==> config.mk <==
export PLATFORM = sky130hd
export DESIGN_NAME = alu_console
export DESIGN_NICKNAME = d
export VERILOG_FILES = /design/src/rtl/alu_console.sv
export SDC_FILE = /design/constraint.sdc
export NUM_CORES = 1
export LEC_CHECK = 0
export BUFFER_PORTS_ARGS = -buffer_cell sky130_fd_sc_hd__buf_4
export CAP_MARGIN = 10
export CORE_ASPECT_RATIO = 1.1
export CORE_MARGIN = 2
export CORE_UTILIZATION = 60
export DETAILED_ROUTE_END_ITERATION = 6
export PLACE_DENSITY = 0.82
export SLEW_MARGIN = 20
export SYNTH_ARGS = -nofsm -noshare
export SYNTH_HDL_FRONTEND = slang
export SYNTH_SLANG_ARGS = --single-unit
==> constraint.sdc <==
create_clock -name clk -period 7.4 [get_ports clk]
set_input_delay 1.48 -clock clk [delete_from_list [all_inputs] [get_ports clk]]
set_output_delay 1.48 -clock clk [all_outputs]
set_load 0.005 [all_outputs]
==> src/rtl/alu_console.sv <==
// alu_console: touchscreen front-end for a multi-cycle ALU.
//   Touch entries (input_sel/input_valid/input_value) load the control word
//   and operands while idle; GO (or any accepted write when AUTO_GO=1)
//   launches the ALU with a one-cycle alu_start and waits for alu_done or a
//   timeout. Completed results are pushed into a history ring. All state is
//   muxed onto registered LCD slots (display_number -> display_valid/name/value).
// Ports:
//   clk, resetn                      clock, async active-low reset
//   input_sel/valid/value            touchscreen write strobe (00 GO,01 ctrl,10 src1,11 src2)
//   display_number -> display_*      slot request / registered slot contents
//   alu_control/src1/src2/start      ALU drive side
//   alu_done/result/odd              ALU return side (sampled only in WAIT)
//   busy                             FSM not IDLE
module alu_console #(
  parameter int DATA_W     = 32,
  parameter int CTRL_W     = 14,
  parameter int HIST_DEPTH = 8,
  parameter int TIMEOUT    = 1024,
  parameter int AUTO_GO    = 0
) (
  input  logic              clk,
  input  logic              resetn,
  input  logic [1:0]        input_sel,
  input  logic              input_valid,
  input  logic [31:0]       input_value,
  input  logic [5:0]        display_number,
  output logic              display_valid,
  output logic [39:0]       display_name,
  output logic [31:0]       display_value,
  output logic [CTRL_W-1:0] alu_control,
  output logic [DATA_W-1:0] alu_src1,
  output logic [DATA_W-1:0] alu_src2,
  output logic              alu_start,
  input  logic              alu_done,
  input  logic [DATA_W-1:0] alu_result,
  input  logic [DATA_W-1:0] alu_odd,
  output logic              busy
);

  localparam int PW = (HIST_DEPTH > 1) ? $clog2(HIST_DEPTH) : 1;
  localparam int CW = $clog2(HIST_DEPTH + 1);
  localparam int TW = $clog2(TIMEOUT);

  typedef enum logic [1:0] {S_IDLE = 2'd0, S_ISSUE = 2'd1, S_WAIT = 2'd2} state_e;

  state_e            state_q, state_d;
  logic [CTRL_W-1:0] ctrl_q, ctrl_d;
  logic [DATA_W-1:0] src1_q, src1_d, src2_q, src2_d;
  logic [DATA_W-1:0] res_q, res_d, odd_q, odd_d;
  logic              tmo_err_q, tmo_err_d;
  logic [7:0]        rej_q, rej_d;
  logic [CW-1:0]     hcnt_q, hcnt_d;
  logic [PW-1:0]     wptr_q, wptr_d;
  logic [TW-1:0]     tcnt_q, tcnt_d;
  logic              push;
  logic [DATA_W-1:0] hist_q [HIST_DEPTH];

  logic              dv_q, dv_d;
  logic [39:0]       dn_q, dn_d;
  logic [31:0]       dval_q, dval_d;

  // Upper input_value bits are ignored when CTRL_W/DATA_W < 32.
  logic unused_in;
  assign unused_in = ^input_value;

  // Control FSM and datapath next-state.
  always_comb begin
    state_d   = state_q;
    ctrl_d    = ctrl_q;
    src1_d    = src1_q;
    src2_d    = src2_q;
    res_d     = res_q;
    odd_d     = odd_q;
    tmo_err_d = tmo_err_q;
    rej_d     = rej_q;
    hcnt_d    = hcnt_q;
    wptr_d    = wptr_q;
    tcnt_d    = tcnt_q;
    push      = 1'b0;

    case (state_q)
      S_IDLE: begin
        if (input_valid) begin
          case (input_sel)
            2'b01:   ctrl_d = input_value[CTRL_W-1:0];
            2'b10:   src1_d = input_value[DATA_W-1:0];
            2'b11:   src2_d = input_value[DATA_W-1:0];
            default: ;
          endcase
          if (input_sel == 2'b00 || AUTO_GO != 0) state_d = S_ISSUE;
        end
      end
      S_ISSUE: begin
        state_d = S_WAIT;
        tcnt_d  = '0;
      end
      S_WAIT: begin
        // done takes priority over a timeout landing on the same cycle
        if (alu_done) begin
          res_d     = alu_result;
          odd_d     = alu_odd;
          tmo_err_d = 1'b0;
          push      = 1'b1;
          state_d   = S_IDLE;
        end else if (tcnt_q == TW'(TIMEOUT - 1)) begin
          res_d     = '0;
          odd_d     = '0;
          tmo_err_d = 1'b1;
          state_d   = S_IDLE;
        end else begin
          tcnt_d = tcnt_q + 1'b1;
        end
      end
      default: state_d = S_IDLE;
    endcase

    // Any strobe while busy (including GO) is dropped and counted.
    if (input_valid && state_q != S_IDLE && rej_q != 8'hFF) rej_d = rej_q + 8'd1;

    if (push) begin
      wptr_d = (wptr_q == PW'(HIST_DEPTH - 1)) ? '0 : wptr_q + 1'b1;
      if (hcnt_q != CW'(HIST_DEPTH)) hcnt_d = hcnt_q + 1'b1;
    end
  end

  always_ff @(posedge clk or negedge resetn) begin
    if (!resetn) begin
      state_q   <= S_IDLE;
      ctrl_q    <= '0;
      src1_q    <= '0;
      src2_q    <= '0;
      res_q     <= '0;
      odd_q     <= '0;
      tmo_err_q <= 1'b0;
      rej_q     <= '0;
      hcnt_q    <= '0;
      wptr_q    <= '0;
      tcnt_q    <= '0;
    end else begin
      state_q   <= state_d;
      ctrl_q    <= ctrl_d;
      src1_q    <= src1_d;
      src2_q    <= src2_d;
      res_q     <= res_d;
      odd_q     <= odd_d;
      tmo_err_q <= tmo_err_d;
      rej_q     <= rej_d;
      hcnt_q    <= hcnt_d;
      wptr_q    <= wptr_d;
      tcnt_q    <= tcnt_d;
    end
  end

  always_ff @(posedge clk or negedge resetn) begin
    if (!resetn) begin
      for (int i = 0; i < HIST_DEPTH; i++) hist_q[i] <= '0;
    end else if (push) begin
      hist_q[wptr_q] <= alu_result;
    end
  end

  // Display mux; k-th newest entry lives at wptr-1-k modulo depth.
  always_comb begin
    int k;
    int idx;
    dv_d   = 1'b0;
    dn_d   = '0;
    dval_d = '0;
    k      = 0;
    idx    = 0;
    case (display_number)
      6'd1: begin dv_d = 1'b1; dn_d = "SRC_1"; dval_d = 32'(src1_q); end
      6'd2: begin dv_d = 1'b1; dn_d = "SRC_2"; dval_d = 32'(src2_q); end
      6'd3: begin dv_d = 1'b1; dn_d = "CONTR"; dval_d = 32'(ctrl_q); end
      6'd4: begin dv_d = 1'b1; dn_d = "RESUL"; dval_d = 32'(res_q);  end
      6'd5: begin dv_d = 1'b1; dn_d = "ODD  "; dval_d = 32'(odd_q);  end
      6'd6: begin
        dv_d   = 1'b1;
        dn_d   = "STATE";
        dval_d = {rej_q, 8'(hcnt_q), 13'd0, tmo_err_q, state_q};
      end
      default: begin
        if (display_number >= 6'd7) begin
          k = int'(display_number) - 7;
          if (k < HIST_DEPTH && k < int'(hcnt_q)) begin
            idx = int'(wptr_q) - 1 - k;
            if (idx < 0) idx = idx + HIST_DEPTH;
            dv_d   = 1'b1;
            dn_d   = {"HIS", 8'h30 + 8'(k / 10), 8'h30 + 8'(k % 10)};
            dval_d = 32'(hist_q[PW'(idx)]);
          end
        end
      end
    endcase
  end

  always_ff @(posedge clk or negedge resetn) begin
    if (!resetn) begin
      dv_q   <= 1'b0;
      dn_q   <= '0;
      dval_q <= '0;
    end else begin
      dv_q   <= dv_d;
      dn_q   <= dn_d;
      dval_q <= dval_d;
    end
  end

  assign display_valid = dv_q;
  assign display_name  = dn_q;
  assign display_value = dval_q;
  assign alu_control   = ctrl_q;
  assign alu_src1      = src1_q;
  assign alu_src2      = src2_q;
  assign alu_start     = (state_q == S_ISSUE);
  assign busy          = (state_q != S_IDLE);

endmodule

==> flow_summary.json, run 1 <==
{
  "multiInputGateArea_um2": 9150,
  "yosysWarnings": 0,
  "hp-class": "reg2reg",
  "synthXorXnorAreaFrac": 0.00952,
  "vias": 14783,
  "synth_top_cell_by_area": "dfrtp_1",
  "critPathLaunch": "display_number[0]",
  "relSlewSlack": 0.222,
  "initial_utilization": 0.608,
  "synthTopCellsByArea": "dfrtp_1 (56%), mux2_2 (17%), mux4_2 (6.6%)",
  "post-route-drc-count": 0,
  "setup_ws_ns": 2.60,
  "grt_first_pass_wirelength_um": 90000,
  "wl_per_cell_um": 24.7,
  "synth_top_family_by_area": "multiplexers",
  "fin_cells": 2292,
  "htreeDepth": 2,
  "area_growth_pct": 18.0,
  "async_flop_share": 1.00,
  "power_density_nw_per_um2": 415,
  "required_ns": 7.86,
  "setup_tns_ns": 0,
  "r2r_start": "state_q[0]$_DFFE_PN0P_",
  "ys_ff_latch": 491,
  "grt_pass1_vias": 15612,
  "outcome": "completed",
  "register_area_um2": 12300,
  "final_nets": 1900,
  "r2r-end": "hist_q[168]$_DFFE_PN0P_",
  "clk_pin_slew_ns": 0.07,
  "avgSynthCellArea_um2": 14.1,
  "clock-root-buffer": "clkbuf_16",
  "crit_path_end": "display_name[6]$_DFF_PN0_",
  "skew_ns": 0.0164,
  "drt-initial-drc-count": 1291,
  "worstPathMaxFanout": 18,
  "synth_flop_cell": "dfrtp_1",
  "path_class": "in2reg",
  "grt_usage": 0.304,
  "dieArea_um2": 38100,
  "synth-simple-area-share": 0.0432,
  "r2r_slack_ns": 3.32,
  "hold_violations": 0,
  "cap_violations": 0,
  "row_count": 73,
  "synth_top_area_frac": 0.560,
  "antenna_found_initial": 1,
  "finalCriticalPeriod_ns": 4.80,
  "ioPinCount": 261,
  "rsz0062_at_grt": "false",
  "gp_congestion": 0.875,
  "synthDistinctLibCells": 73,
  "crit_arrival_ns": 5.26,
  "cts_sinks": 491,
  "dpl_cell_area_um2": 24200,
  "first_pass_iters": 5,
  "clk_path_buf_depth": 3,
  "die_x_um": 186,
  "worst_pin_slew_ns": 1.17,
  "grt-ovfl-total": 0,
  "cts_tree": "done",
  "detail-route-antenna-nets": 0,
  "synth_mux_area_frac": 0.255,
  "synth-edff-count": 0,
  "p_leak_nw": 12.2,
  "core_um2": 36100,
  "fillers": 2340,
  "hold_buffers": 0,
  "synthAdderAreaFrac": 0.0135,
  "finalSetupViolations": 0,
  "period_share": 0.649,
  "dieHeight_um": 205,
  "clk_latency_ns": 0.57,
  "seq_area_frac_synth": 0.560,
  "cts_resized": 0,
  "grt_max_degree": 143,
  "worstSetupEndpointType": "register",
  "place_inst": 2206,
  "max_freq_mhz": 208,
  "syn_inst": 1554,
  "post-dp-hpwl_um": 35200,
  "wirelength_um": 56700,
  "cts_setup_buffers": 0,
  "vdd_drop_max_mv": 0.443,
  "synth-compound-area-share": 0.0906,
  "cts_made_buffers": 47,
  "final-max-slew-violation-count": 0,
  "drt-vias-per-instance": 6.45,
  "stdcell_area_um2": 25900,
  "yosysMostFrequentCell": "dfrtp_1",
  "drive_gt1_frac": 0.431,
  "rr_worst_depth": 6,
  "ys_top_cells_by_count": "dfrtp_1 (491), mux2_2 (332), a22o_1 (65), clkbuf_1 (65), mux4_2 (64)",
  "port-buffer-count": 254,
  "critPathLaunchType": "input pin",
  "pre_cts_slack_ns": 2.09,
  "synth_area_um2": 21900
}
[worst min path at each step]
stage	start	end	cells past startpoint
3_5_place_dp	hist_q[230]$_DFFE_PN0P_	hist_q[230]$_DFFE_PN0P_	1
6_report	hist_q[230]$_DFFE_PN0P_	hist_q[230]$_DFFE_PN0P_	1
2_1_floorplan	hist_q[230]$_DFFE_PN0P_	hist_q[230]$_DFFE_PN0P_	1
3_3_place_gp	hist_q[233]$_DFFE_PN0P_	hist_q[233]$_DFFE_PN0P_	1
5_1_grt	hist_q[238]$_DFFE_PN0P_	hist_q[238]$_DFFE_PN0P_	1
4_1_cts	hist_q[230]$_DFFE_PN0P_	hist_q[230]$_DFFE_PN0P_	1
[layer usage]
layer	wire [µm]	GRT usage	vias up	share of wire
met5	0	0	-	0
met1	22900	0.406	7717	0.40
met2	28000	0.508	674	0.49
met4	1670	0.109	0	0.029
li1	-	-	6278	-
met3	4040	0.0547	114	0.071
[cell families after synthesis]
kind of cell               count (synthesis)
and+or+nand+nor                          178
muxes                                    437
AOI/OAI and AO/OA                        257
other                                      1
DFF                                      491
xor gates and xnor gates                  23
adders and majority gates                 23
buffers and inverters                    144
[placed cells by master, fill, tap and decap left out, types with 31 or more instances in the layout]
master / netlist / routed
o211ai_1: 31 / 31
a22o_1: 65 / 65
mux2i_1: 36 / 36
dfrtp_1: 491 / 491
buf_4: 10 / 272
a22oi_1: 45 / 45
nand2_1: 53 / 53
mux4_2: 64 / 64
mux2_2: 332 / 332
o21ai_0: 34 / 34
clkbuf_16: 0 / 48
[state kept, by name, indices dropped and copies added, names as in the netlist]
name,flops
tmo_err_q,1
alu_src2,32
res_q,32
state_q,2
alu_src1,32
rej_q,8
tcnt_q,10
odd_q,32
hist_q,256
display_name,32
hcnt_q,4
wptr_q,3
display_valid,1
display_value,32
alu_control,14
[layout make-up]
class,count,share of cell area
tap,487,0.0235
sequential,491,0.475
timing repair buffer,276,0.0814
antenna,1,0.0000967
inverter,28,0.00406
multi-input combinational,925,0.353
clock buffer,70,0.0554
clock inverter,14,0.00740
[through the flow]
step	hold WS (ns)	total power [mW]	utilization
finish	0.495	10.7	0.717
CTS	0.495	10.8	0.717
detailed placement	0.481	8.25	0.672
global placement	0.470	8.06	0.672
floorplan	0.459	6.82	-
global route	0.511	11.3	0.717
[worst max-delay path: stages]
cell and delay [ns]:
buf_4 0.21, ha_1 0.62, nor2_1 0.21, and3_1 0.24, o31ai_2 0.31, nand2_1 0.17, o31ai_1 0.36, o41a_1 0.25
ha_1 0.19, o211ai_2 0.13, and2_1 0.20, nor2_1 0.10, ha_1 0.17, nor3_1 0.07, and2_1 0.20, a2111oi_2 0.34
[power by group]
part | switching (mW) | total (mW) | internal, mW
Sequential | 0.698 | 4.44 | 3.74
Clock | 1.02 | 2.50 | 1.48
Combinational | 1.68 | 3.80 | 2.13
(Power assumes the default switching activity.)
==> inputs of run 2 (changes only) <==
Settings changed: CORE_UTILIZATION 60 to 59, PLACE_DENSITY 0.82 to 0.81.
Clock period 7.4 ns to 4.7 ns, I/O delays scaled along.
==> flow_summary.json, run 2 (synthesis results as in run 1) <==
{
  "max_freq_mhz": 250,
  "wirelength_um": 57600,
  "p_leak_nw": 12.4,
  "post-route-util": 0.708,
  "die_x_um": 188,
  "final_cell_mix": "dfrtp_1 (491), mux2_2 (332), buf_4 (290)",
  "post-dp-hpwl_um": 37600,
  "crit_family": "compound AO/OA/AOI/OAI gates",
  "worstSetupEndpointType": "register",
  "grt_pass1_vias": 15281,
  "holdWs_ns": 0.252,
  "drt-vias-per-instance": 6.32,
  "grt-ovfl-total": 0,
  "hp-class": "in2async",
  "finalCriticalPeriod_ns": 4.00,
  "path_class": "in2reg",
  "internal-power_mw": 11.6,
  "post-route-drc-count": 0,
  "required_ns": 5.17,
  "drt-initial-drc-count": 1363,
  "area_growth_pct": 19.3,
  "relSlewSlack": 0.230,
  "cts_sinks": 491,
  "rsz0062_at_grt": "false",
  "path_cells": "buf_4, ha_1, buf_4, nand4b_1, o21ba_2, a211oi_2, nand2_1, o31ai_1, o41a_1, ha_1, o211ai_2, and2_1, nor2_1, ha_1, nor3_1, and2_1, a2111oi_2",
  "worst_pin_slew_ns": 1.15,
  "p_clk_frac": 0.225,
  "worst_path_max_delay_cell": "ha_1",
  "largest_register_ffs": 256,
  "cap_violations": 0,
  "setup_tns_ns": 0,
  "htreeDepth": 2,
  "cts_setup_buffers": 0,
  "core_um2": 36900,
  "crit_buf_inv": 2,
  "clock-root-buffer": "clkbuf_16",
  "hold_violations": 0,
  "detail-route-antenna-nets": 0,
  "drive_gt1_frac": 0.438,
  "first_pass_iters": 7,
  "cts_resized": 0,
  "grt_first_pass_wirelength_um": 89100,
  "port-buffer-count": 254,
  "combPwrFrac": 0.364,
  "critical-path-max-stage-delay_ns": 0.36,
  "final_nets": 1928,
  "power_density_nw_per_um2": 652,
  "initial_utilization": 0.594,
  "pwr-share-seq": 0.411,
  "wl_per_cell_um": 24.7,
  "ioPinCount": 261,
  "mostFrequentLayoutCell": "dfrtp_1",
  "hold_buffers": 0,
  "vias": 14730,
  "critPathLaunchType": "input pin",
  "p_switching_mw": 5.43,
  "vdd_drop_max_mv": 0.476,
  "largest_register": "hist_q",
  "clk_latency_ns": 0.58,
  "skew_ns": 0.0215,
  "gp_congestion": 0.891,
  "grt_max_degree": 129,
  "crit_arrival_ns": 4.48,
  "cts_tree": "done",
  "outcome": "completed",
  "sw_frac_of_total": 0.318,
  "worstPathMaxFanout": 11,
  "dieHeight_um": 206,
  "row_count": 74,
  "period_share": 0.852,
  "cts_made_buffers": 48,
  "final-max-slew-violation-count": 0,
  "clk_pin_slew_ns": 0.06,
  "finalSetupViolations": 0,
  "clk_path_buf_depth": 3,
  "cp_common_cell": "ha_1",
  "dieArea_um2": 38700,
  "antenna_found_initial": 4,
  "grt_usage": 0.300
}
## run 2: worst reg2reg max path: cells and delay by family, from the launching register on
kind                       cells  cell delay (ns)
adders and majority gates      2             0.85
muxes                          1             0.22
AOI/OAI and AO/OA              1             0.10
DFF                            1             0.51
xor gates and xnor gates       3             1.14
buffers and inverters          2             0.51
## run 2: worst paths after layout
kind	from	to	slack [ns]	cells after the start
min in group clk	hist_q[203]$_DFFE_PN0P_	hist_q[203]$_DFFE_PN0P_	0.50	1
worst max register to register	wptr_q[0]$_DFFE_PN0P_	display_value[12]$_DFF_PN0_	1.22	9
worst min register to register	hist_q[203]$_DFFE_PN0P_	hist_q[203]$_DFFE_PN0P_	0.50	1
worst min-delay path	resetn	tcnt_q[0]$_DFFE_PN0P_	0.25	1
worst max-delay path	display_number[0]	display_name[6]$_DFF_PN0_	0.70	17
max in group asynchronous	resetn	odd_q[18]$_DFFE_PN0P_	3.23	3
## run 2: through the flow
stage               setup slack [ns]  total power [mW]  cell area, µm²  cells
detailed placement             0.180              13.2           24500   2238
global route                   0.421              17.9           26200   2329
finish                         0.695              17.1           26200   2330
floorplan                      0.523              10.7           22000   1560
CTS                            0.755              17.1           26100   2323
global placement               0.284              13.0           24500   2238
## run 2: layout make-up
type,count,area (µm²)
Sequential cell,491,12300
Tap cell,494,618
Inverter,28,105
Fill cell,2416,10800
Clock inverter,16,191
Multi-Input combinational cell,925,9150
Timing Repair Buffer,303,2420
Clock buffer,69,1390
Antenna cell,4,10.0
## run 2: power by group through the flow
stage,Combinational (mW),Clock (mW),Sequential (mW)
4_1_cts,6.24,3.89,6.99
5_1_grt,6.64,4.08,7.20
3_3_place_gp,6.04,0,6.92
2_1_floorplan,4.06,0,6.68
6_report,6.21,3.85,7.02
3_5_place_dp,6.19,0,7.04
## run 2: per-layer routing
| layer | part of all wire | track usage | vias to the layer above |
|---|---|---|---|
| li1 | - | - | 6334 |
| met3 | 0.076 | 0.0672 | 109 |
| met1 | 0.41 | 0.400 | 7688 |
| met4 | 0.028 | 0.121 | 0 |
| met5 | 0 | 0 | - |
| met2 | 0.49 | 0.485 | 599 |
